## config.mk

```make
export PLATFORM = sky130hd
export DESIGN_NAME = pe_slot_sched
export DESIGN_NICKNAME = d
export VERILOG_FILES = /design/src/rtl/pe_slot_sched.sv
export SDC_FILE = /design/constraint.sdc
export NUM_CORES = 1
export LEC_CHECK = 0
export CORE_UTILIZATION = 25
export DETAILED_ROUTE_END_ITERATION = 10
export GPL_TIMING_DRIVEN = 0
export PLACE_DENSITY_LB_ADDON = 0.3
export SYNTH_ARGS = -nofsm -noshare
export SYNTH_HDL_FRONTEND = slang
export SYNTH_SLANG_ARGS = --single-unit
```

## constraint.sdc

```tcl
create_clock -name clk -period 3.4 [get_ports clk]
set_input_delay 0.68 -clock clk [delete_from_list [all_inputs] [get_ports clk]]
set_output_delay 0.68 -clock clk [all_outputs]
set_load 0.005 [all_outputs]
```

## src/rtl/pe_slot_sched.sv

```systemverilog
// ============================================================================
// Module   : pe_slot_sched
// Brief    : Shares one router PE port between NSLOT PE FSM slots: locked
//            input dispatch, packet-locked round-robin output arbitration.
//            Optional statistics outputs under `PE_SCHED_STAT_EN.
// Revision : 1.0 - initial release
// ============================================================================
`default_nettype none

module pe_slot_sched #(
    parameter int NSLOT = 2,
    parameter int DATAW = 64,
    parameter int VCW   = 1
) (
    input  logic                   clk,
    input  logic                   rst_,
    input  logic [DATAW-1:0]       in_data,
    input  logic                   in_valid,
    output logic                   in_rdy,
    input  logic [NSLOT-1:0]       slot_busy,
    output logic [DATAW-1:0]       slot_data,
    output logic [NSLOT-1:0]       slot_valid,
    input  logic [NSLOT-1:0]       slot_req,
    input  logic [NSLOT-1:0]       slot_last,
    input  logic [NSLOT*VCW-1:0]   slot_vch,
    input  logic [(2**VCW)-1:0]    net_rdy,
    output logic [NSLOT-1:0]       slot_grt,
    output logic [NSLOT-1:0]       out_sel
`ifdef PE_SCHED_STAT_EN
    ,
    output logic [15:0]            pkt_cnt,
    output logic [15:0]            stall_cnt,
    output logic                   err_flag
`endif
);

    localparam int IDXW = (NSLOT > 1) ? $clog2(NSLOT) : 1;
    localparam logic [1:0] FT_HEAD   = 2'b00;
    localparam logic [1:0] FT_TAIL   = 2'b10;
    localparam logic [1:0] FT_SINGLE = 2'b11;

    logic            in_lock_q, in_lock_d;
    logic [IDXW-1:0] in_slot_q, in_slot_d;
    logic            out_lock_q;
    logic [IDXW-1:0] out_owner_q;
    logic [IDXW-1:0] rr_ptr_q;
    logic [NSLOT-1:0] out_sel_q;

    logic [1:0]       ftype;
    logic             is_start;
    logic [IDXW-1:0]  tgt;
    logic             legal;
    logic             rdy;
    logic             accept;
    logic [NSLOT-1:0] elig;
    logic             gnt_ok;
    logic [IDXW-1:0]  gnt_idx;
    logic [IDXW:0]    scan;

    assign ftype     = in_data[DATAW-1 -: 2];
    assign is_start  = (ftype == FT_HEAD) || (ftype == FT_SINGLE);
    assign slot_data = in_data;

    // Input dispatch: a locked packet keeps its slot regardless of slot_busy.
    always_comb begin
        tgt   = '0;
        legal = 1'b0;
        rdy   = 1'b0;
        if (in_lock_q) begin
            tgt   = in_slot_q;
            legal = 1'b1;
            rdy   = 1'b1;
        end else if (is_start) begin
            for (int i = NSLOT - 1; i >= 0; i--) begin
                if (!slot_busy[i]) begin
                    tgt   = IDXW'(i);
                    legal = 1'b1;
                end
            end
            rdy = legal;
        end else begin
            rdy = 1'b1;
        end
        if (rst_) begin
            rdy   = 1'b0;
            legal = 1'b0;
        end
    end

    assign in_rdy     = rdy;
    assign accept     = in_valid & rdy;
    assign slot_valid = (accept & legal) ? (NSLOT'(1) << tgt) : '0;

    always_comb begin
        in_lock_d = in_lock_q;
        in_slot_d = in_slot_q;
        if (accept && legal) begin
            if (ftype == FT_HEAD) begin
                in_lock_d = 1'b1;
                in_slot_d = tgt;
            end else if (ftype == FT_TAIL) begin
                in_lock_d = 1'b0;
            end
        end
    end

    // Output arbitration; descending scan so the nearest slot after rr_ptr wins.
    always_comb begin
        elig    = '0;
        gnt_ok  = 1'b0;
        gnt_idx = out_owner_q;
        scan    = '0;
        for (int i = 0; i < NSLOT; i++) begin
            elig[i] = slot_req[i] & net_rdy[slot_vch[i*VCW +: VCW]];
        end
        if (out_lock_q) begin
            gnt_ok = elig[out_owner_q];
        end else begin
            for (int k = NSLOT; k >= 1; k--) begin
                scan = {1'b0, rr_ptr_q} + (IDXW+1)'(k);
                if (scan >= (IDXW+1)'(NSLOT)) begin
                    scan = scan - (IDXW+1)'(NSLOT);
                end
                if (elig[scan[IDXW-1:0]]) begin
                    gnt_ok  = 1'b1;
                    gnt_idx = scan[IDXW-1:0];
                end
            end
        end
        if (rst_) begin
            gnt_ok = 1'b0;
        end
    end

    assign slot_grt = gnt_ok ? (NSLOT'(1) << gnt_idx) : '0;
    assign out_sel  = out_sel_q;

    always_ff @(posedge clk) begin
        if (rst_) begin
            in_lock_q   <= 1'b0;
            in_slot_q   <= '0;
            out_lock_q  <= 1'b0;
            out_owner_q <= '0;
            rr_ptr_q    <= IDXW'(NSLOT - 1);
            out_sel_q   <= '0;
        end else begin
            in_lock_q <= in_lock_d;
            in_slot_q <= in_slot_d;
            out_sel_q <= slot_grt;
            if (gnt_ok) begin
                rr_ptr_q <= gnt_idx;
                if (slot_last[gnt_idx]) begin
                    out_lock_q <= 1'b0;
                end else begin
                    out_lock_q  <= 1'b1;
                    out_owner_q <= gnt_idx;
                end
            end
        end
    end

`ifdef PE_SCHED_STAT_EN
    logic [15:0] pkt_cnt_q;
    logic [15:0] stall_cnt_q;
    logic        err_flag_q;

    always_ff @(posedge clk) begin
        if (rst_) begin
            pkt_cnt_q   <= '0;
            stall_cnt_q <= '0;
            err_flag_q  <= 1'b0;
        end else begin
            if (accept && legal && is_start && (pkt_cnt_q != 16'hFFFF)) begin
                pkt_cnt_q <= pkt_cnt_q + 16'd1;
            end
            if (in_valid && !rdy && (stall_cnt_q != 16'hFFFF)) begin
                stall_cnt_q <= stall_cnt_q + 16'd1;
            end
            if (accept && !legal) begin
                err_flag_q <= 1'b1;
            end
        end
    end

    assign pkt_cnt   = pkt_cnt_q;
    assign stall_cnt = stall_cnt_q;
    assign err_flag  = err_flag_q;
`endif

endmodule

`default_nettype wire

```

==> impl_metrics.ini, run 1 <==
[status]
status = completed

[floorplanning]
num_io_pins = 148
dieArea_um2 = 4150
die_h_um = 64.4
die_x_um = 64.4
initial_core_util_pct = 26.4
core-area_um2 = 3690
placementRows = 22

[logic_synthesis]
synthSimpleGateAreaFrac_pct = 16.8
synth_cells = 115
syn_nets = 194
synth_top_area_share_pct = 50.1
yosys_warnings = 0
synth.mux.area_fraction_pct = 3.08
syn_area_per_cell_um2 = 8.46
ys_seq_area_share_pct = 14.4
synth_top_family_by_area = buffers and inverters
ys_ff_latch = 7
synth-xor-area-share_pct = 0
synth_area_um2 = 973
netlist_top_cells_area = buf_4 (50%), dfxtp_1 (14%), nor3_4 (3.3%), mux2_4 (3.1%), o311ai_4 (2.7%)
synth_cell_types = 25
synth_compound_area_share_pct = 11.1
synth_top_cell_by_area = buf_4
synth_fa_ha_area_share_pct = 2.57

[place]
place_area_um2 = 1870
pre_cts_ws_ns = 0.209
portBuffers = 84
gp_congestion = 0.677
hpwl_um = 2320

[sta]
holdWs_ns = 0.477
skew_ns = 0.00172
slew_headroom_pct = 81.2
finalHoldViolations = 0
max_freq_mhz = 313
worst_slack_ns = 0.207
drv_slew = 0
tightest_slew_ns = 0.281
post-route-min-period_ns = 3.19
grt_setup_unrepaired = false
setup_tns_ns = 0
period_share_pct = 93.9
setup_viol = 0

[global_route]
track_usage_pct = 11.8
grt_pass1_wl_um = 3830
grt_max_degree = 10
antenna_found_initial = 0
overflow = 0
first_global_vias = 926

[drt]
wl_per_cell_um = 10.2
ant_nets = 0
wirelength_um = 2560
num_vias = 986
drtIter0Drc = 19
drtPass1Iterations = 4
vias_per_cell = 3.93
drc = 0

[worst_setup_path]
cp_max_fo = 3
cp_data_arrival_time_ns = 2.51
crit_type = input port to primary output
worst_ep_required_time_ns = 2.72
cp-end-kind = primary output
r2r_cells = 4
r2r_slack_ns = 2.21
start_kind = input port

[clock_tree]
root_buffer = clkbuf_8
cts_sinks = 7
cts_buffer_depth = 2
numCtsBuffers = 3
postCtsSetupBuffers = 0
h-tree-depth = 1
cts_tree = built
holdBufCountCts = 0
clk_pin_slew_ns = 0.04
clock_latency_ns = 0.23
ctsResizeCount = 0

[final_layout]
syn_to_final_growth_pct = 97.2
design_area_um2 = 1920
drive_above_1_share_pct = 38.4
nets = 283
antenna_cells = 0

[power_and_ir_drop]
p_leak_nw = 0.850
power.total_w = 0.000410
worst_ir_drop_vdd_mv = 0.0981
cellPowerDensity_nw_per_um2 = 213

[min_path]
holdCritPathClass = register to register
hold_depth = 1

[flow_run]
max_cap_viol_count = 0
[worst paths after layout]
path | to | from
max | slot_valid[1] | in_data[63]
max reg2reg | out_lock_q$_SDFFE_PP0P_ | out_owner_q$_SDFFE_PP0P_
min | in_slot_q$_SDFFE_PP0P_ | in_slot_q$_SDFFE_PP0P_
min reg2reg | in_slot_q$_SDFFE_PP0P_ | in_slot_q$_SDFFE_PP0P_
[cells in the final DEF (no fill, tap or decap), drive strengths merged]
master          n
clkdlybuf4s50  84
buf            65
dfxtp           7
nand2           5
inv             5
nor2            4
clkbuf          4
nor3            4
a21oi           3
nand3           3
mux2            2
nor2b           2
o211ai          2
ha              2
and3            1
nor4bb          1
o21ai           1
nor4b           1
and4b           1
nand2b          1
a31o            1
o2111a          1
a221o           1
o311ai          1
o41ai           1
[worst max-delay path, stage by stage]
cell	delay (ns)
clkdlybuf4s50_1	0.51
inv_1	0.06
ha_1	0.31
nor4b_1	0.25
a21oi_1	0.10
nor2_1	0.11
clkdlybuf4s50_1	0.50
[state kept, by name, summed over array words and instances, names as in the netlist]
| register | count |
|---|---|
| rr_ptr_q | 1 |
| out_sel | 2 |
| in_lock_q | 1 |
| out_lock_q | 1 |
| in_slot_q | 1 |
| out_owner_q | 1 |
[power by group]
group	leakage (nW)	internal (W)	switching [W]
registers	0.0572	0.0000869	0.00000423
logic	0.770	0.000145	0.0000537
clock network	0.0228	0.0000813	0.0000383
total	0.850	0.000313	0.0000963
[per-stage QoR]
| stage | cells | utilization, % |
|---|---|---|
| 2_1_floorplan | 115 | - |
| 3_3_place_gp | 247 | 50.8 |
| 3_5_place_dp | 247 | 50.8 |
| 4_1_cts | 251 | 52.0 |
| 5_1_grt | 251 | 52.0 |
| 6_report | 251 | 52.0 |
[synth_stat cells (all sizes together)]
library cell	n
a21oi	3
a221o	1
a31o	1
and3	1
and4b	1
buf	65
dfxtp	7
ha	2
inv	5
mux2	2
nand2	5
nand2b	1
nand3	3
nor2	4
nor2b	2
nor3	4
nor4b	1
nor4bb	1
o2111a	1
o211ai	2
o21ai	1
o311ai	1
o41ai	1
[routing by layer]
layer | wire length, µm | global-route usage [%] | vias up
met5 | 0 | 0 | -
met4 | 25 | 3.33 | 0
met3 | 292 | 3.57 | 5
met2 | 1440 | 23.7 | 78
met1 | 800 | 11.3 | 414
li1 | - | - | 489
[cells by family (layout without fill, tap and decap cells)]
logic type	Yosys count	in the layout
buf+inv	70	158
simple gates	23	23
compound gates	11	11
flops	7	7
fa+ha+maj	2	2
mux	2	2
[cell type report]
cell class,count,area (µm²)
buffer,65,488
multi-input combinational,38,327
clock buffer,4,45.0
tap,48,60.1
timing repair buffer,84,841
fill,365,1770
sequential,7,140
inverter,5,18.8
Note: power is estimated with default switching activity, not from simulation.
==> inputs of run 2 (changes only) <==
--- a/config.mk
+++ b/config.mk
@@ -5,7 +5,7 @@
 export SDC_FILE = /design/constraint.sdc
 export NUM_CORES = 1
 export LEC_CHECK = 0
-export CORE_UTILIZATION = 25
+export CORE_UTILIZATION = 23
 export DETAILED_ROUTE_END_ITERATION = 10
 export GPL_TIMING_DRIVEN = 0
 export PLACE_DENSITY_LB_ADDON = 0.3
==> constraint.sdc (replaced) <==
create_clock -name clk -period 3.09 [get_ports clk]
set_input_delay 0.618 -clock clk [delete_from_list [all_inputs] [get_ports clk]]
set_output_delay 0.618 -clock clk [all_outputs]
set_load 0.005 [all_outputs]
==> run 2 against run 1 <==
Final cell count grew 0.80%; combinational power grew 13%; flip-flop and latch count is the same; non-clock buffer count is the same; register-to-register slack lost 0.31 ns; wire length shrank 4.5%; final area grew 2.0%; die area grew 8.4%; power grew 10%; count of clock-buffer cells in the layout is the same; critical path type unchanged.
==> impl_metrics.ini, run 2 (synthesis gave the netlist of run 1 again) <==
[drt]
drc = 0
num_vias = 996
wl_per_cell_um = 9.65
drtIter0Drc = 15
vias_per_cell = 3.94
drtPass1Iterations = 3
wirelength_um = 2440
ant_nets = 0

[sta]
skew_ns = 0.00279
setup_tns_ns = 0
period_share_pct = 96.9
max_freq_mhz = 334
worst_slack_ns = 0.0961
post-route-min-period_ns = 2.99
slew_headroom_pct = 81.2
drv_slew = 0
tightest_slew_ns = 0.280
holdWs_ns = 0.491
setup_viol = 0
finalHoldViolations = 0

[global_route]
grt_max_degree = 10
overflow = 0
antenna_found_initial = 0
grt_pass1_wl_um = 3110
track_usage_pct = 8.68
first_global_vias = 790

[floorplanning]
num_io_pins = 148
dieArea_um2 = 4500
die_h_um = 67.1
placementRows = 23
die_x_um = 67.1
initial_core_util_pct = 24.2
core-area_um2 = 4030

[status]
status = completed

[clock_tree]
h-tree-depth = 1
cts_buffer_depth = 2
numCtsBuffers = 3
clk_pin_slew_ns = 0.04
cts_tree = built
holdBufCountCts = 0
root_buffer = clkbuf_8
cts_sinks = 7
clock_latency_ns = 0.22

[final_layout]
antenna_cells = 0
final_core_util_pct = 48.6
most-common-layout-cells = clkdlybuf4s50_1 (84), buf_4 (65), dfxtp_1 (7)
syn_to_final_growth_pct = 101
largest_reg_flops = 2
final_common_cell = clkdlybuf4s50_1
nets = 283
drive_above_1_share_pct = 40.4

[worst_setup_path]
worst_ep_required_time_ns = 2.47
cpMostUsedCell = clkdlybuf4s50_1
crit_type = input port to primary output
cp_max_fo = 3
critPathMaxStageDelay_ns = 0.50
cp_data_arrival_time_ns = 2.38
crit_buf_inv = 3
crit_chain = clkdlybuf4s50_1 -> inv_1 -> ha_4 -> nor4b_4 -> a21oi_2 -> nor2_1 -> clkdlybuf4s50_1
slowest_stage = clkdlybuf4s50_1
cp-end-kind = primary output
critPathTopFamily = buffers and inverters
start_kind = input port

[flow_run]
max_cap_viol_count = 0

[place]
portBuffers = 84
hpwl_um = 2090
gp_congestion = 0.712
pre_cts_ws_ns = 0.00332

[power_and_ir_drop]
p_leak_nw = 0.857
worst_ir_drop_vdd_mv = 0.0992
cellPowerDensity_nw_per_um2 = 231

[min_path]
holdCritPathClass = register to register
==> run 2: metrics by stage <==
| stage | total power, W | cell area (µm²) | instances |
|---|---|---|---|
| finish | 0.000452 | 1960 | 253 |
| floorplan | 0.000203 | 973 | 115 |
| global route | 0.000479 | 1960 | 253 |
| CTS | 0.000451 | 1930 | 253 |
| detailed placement | 0.000322 | 1880 | 249 |
| global placement | 0.000320 | 1880 | 249 |
==> run 2: final cells by class <==
type	instances	area, µm²
fillers	389	2070
clock buffers	4	45.0
multi-input cells	38	362
repair buffers	84	841
flip-flops and latches	7	140
well taps	50	62.6
inverters	5	18.8
plain buffers	65	488
==> run 2: power breakdown <==
group | total, W | internal, W | switching [W]
Combinational | 0.000224 | 0.000163 | 0.0000613
Clock | 0.000127 | 0.0000891 | 0.0000379
Sequential | 0.000100 | 0.0000957 | 0.00000474
==> run 2: what timing repair did <==
item | in CTS | in global routing
setup endpoints to repair | 1 | 2
gates cloned | 0 | 0
buffers inserted | 0 | 0
pin swaps | 0 | 1
gates resized for setup | 1 | 4
==> run 2: metal layers <==
layer / track usage, % / vias up / wire length (µm)
li1: - / 491 / -
met1: 9.00 / 421 / 854
met2: 16.1 / 84 / 1210
met3: 2.57 / 0 / 374
met4: 3.19 / 0 / 0
met5: 0 / - / 0
==> run 2: final timing paths <==
check,from,to,slack (ns),cells past startpoint
max reg2reg,out_owner_q$_SDFFE_PP0P_,out_lock_q$_SDFFE_PP0P_,1.90,4
min reg2reg,in_slot_q$_SDFFE_PP0P_,in_slot_q$_SDFFE_PP0P_,0.49,1
min,in_slot_q$_SDFFE_PP0P_,in_slot_q$_SDFFE_PP0P_,0.49,1
max,in_data[62],slot_valid[1],0.1,7
==> inputs of run 3 (changes only) <==
==> constraint.sdc (replaced) <==
create_clock -name clk -period 3.09 [get_ports clk]
set_input_delay 0.618 -clock clk [delete_from_list [all_inputs] [get_ports clk]]
set_output_delay 0.618 -clock clk [all_outputs]
set_load 0.05 [all_outputs]
==> run 3 against run 2 <==
Clock power barely moved; global-route usage hardly changed; highest routed layer is now met4; maximum frequency rose by 0.27%; worst hold slack worse by 0.019 ns; final cell count is the same; utilization is 1.2 points lower; die area unchanged; via count rose by 1.1%; power rose by 35%.
==> impl_metrics.ini, run 3 (synthesis gave the netlist of run 1 again) <==
[sta]
setup_viol = 0
grt_setup_unrepaired = false
setup_tns_ns = 0
max_freq_mhz = 335
finalHoldViolations = 0
slew_headroom_pct = 66.2
tightest_slew_ns = 0.506
period_share_pct = 96.6
skew_ns = 0.00207
worst_slack_ns = 0.104
drv_slew = 0
post-route-min-period_ns = 2.99

[place]
gp_congestion = 0.712
portBuffers = 84
pre_cts_ws_ns = -0.300
hpwl_um = 2090

[clock_tree]
cts_sinks = 7
holdBufCountCts = 0
clock_latency_ns = 0.22
h-tree-depth = 1
numCtsBuffers = 3
clk_pin_slew_ns = 0.04
root_buffer = clkbuf_8
cts_tree = built
cts_buffer_depth = 2

[drt]
drtPass1Iterations = 2
ant_nets = 0
vias_per_cell = 3.98
drc = 0
drtIter0Drc = 15
wirelength_um = 2370
num_vias = 1007
wl_per_cell_um = 9.37

[final_layout]
final-seq-area_um2 = 140
syn_to_final_growth_pct = 96.0
nets = 283
largest_reg_flops = 2
antenna_cells = 0
drive_above_1_share_pct = 39.4
final_core_util_pct = 47.4
multiInputGateArea_um2 = 327
final_common_cell = clkdlybuf4s50_1
fillers = 396
most-common-layout-cells = clkdlybuf4s50_1 (79), buf_4 (65), dfxtp_1 (7)

[worst_setup_path]
r2r_cells = 4
r2r_slack_ns = 1.90
start_kind = input port
cp_data_arrival_time_ns = 2.37
cp_max_fo = 3
crit_type = input port to primary output
worst_ep_required_time_ns = 2.47
cp-end-kind = primary output

[floorplanning]
initial_core_util_pct = 24.2
num_io_pins = 148
die_x_um = 67.1
die_h_um = 67.1
core-area_um2 = 4030
placementRows = 23
dieArea_um2 = 4500

[global_route]
first_global_vias = 793
overflow = 0
antenna_found_initial = 0
grt_max_degree = 10
track_usage_pct = 8.72
grt_pass1_wl_um = 3120

[min_path]
hold_depth = 1
holdCritPathClass = register to register

[status]
status = completed

[flow_run]
max_cap_viol_count = 0

[power_and_ir_drop]
worst_ir_drop_vdd_mv = 0.120
p_leak_nw = 0.863
cellPowerDensity_nw_per_um2 = 319
==> run 3: changes by cell type in the layout (fill, tap and decap cells not counted) <==
cell | previous run | this run
a21oi_1 | 1 | 3
a21oi_2 | 2 | 0
buf_2 | 0 | 1
clkbuf_2 | 0 | 1
clkdlybuf4s50_1 | 84 | 79
dlygate4sd2_1 | 0 | 3
ha_1 | 1 | 2
ha_4 | 1 | 0
nor4b_1 | 0 | 1
nor4b_4 | 1 | 0
==> run 3: worst paths after layout <==
check / to / start
worst max-delay path: slot_grt[1] / slot_vch[0]
worst max register to register: out_lock_q$_SDFFE_PP0P_ / rr_ptr_q$_SDFFE_PP1P_
worst min-delay path: in_slot_q$_SDFFE_PP0P_ / in_slot_q$_SDFFE_PP0P_
worst min register to register: in_slot_q$_SDFFE_PP0P_ / in_slot_q$_SDFFE_PP0P_
==> run 3: per-layer routing <==
| layer | vias up | track usage (%) | wire length (µm) |
|---|---|---|---|
| li1 | 490 | - | - |
| met1 | 429 | 9.10 | 817 |
| met2 | 86 | 16.1 | 1140 |
| met3 | 2 | 2.57 | 391 |
| met4 | 0 | 3.19 | 19 |
| met5 | - | 0 | 0 |
==> run 3: worst max-delay path, cell delays in order <==
cell and delay, ns:
clkdlybuf4s50_1 0.48, mux2_4 0.32, and4b_4 0.22, nor3_4 0.17
dlygate4sd2_1 0.55
==> run 3: power breakdown <==
part	leakage, nW	internal [W]	total [W]	switching (W)
registers	0.0572	0.0000957	0.000100	0.00000459
logic	0.783	0.000158	0.000382	0.000224
clock network	0.0228	0.0000891	0.000126	0.0000374
==> run 3: cell type report <==
cell class              count  share of cell area, %
well taps                  50                   3.28
flip-flops and latches      7                   7.34
multi-input cells          38                   17.1
plain buffers              65                   25.6
inverters                   5                  0.984
clock buffers               4                   2.36
repair buffers             84                   43.3
==> run 3: timing repair <==
| item | 4_1_cts | 5_1_grt |
|---|---|---|
| resized for setup | 7 | 4 |
| endpoints found under the setup margin | 5 | 2 |
| setup buffers | 0 | 0 |
==> run 3: through the flow <==
stage | hold slack (ns) | cells | power, W | instance area [µm²]
floorplan | 0.449 | 115 | 0.000374 | 973
global placement | 0.462 | 249 | 0.000486 | 1880
detailed placement | 0.465 | 249 | 0.000488 | 1880
CTS | 0.475 | 253 | 0.000615 | 1920
global route | 0.523 | 253 | 0.000636 | 1910
finish | 0.471 | 253 | 0.000608 | 1910
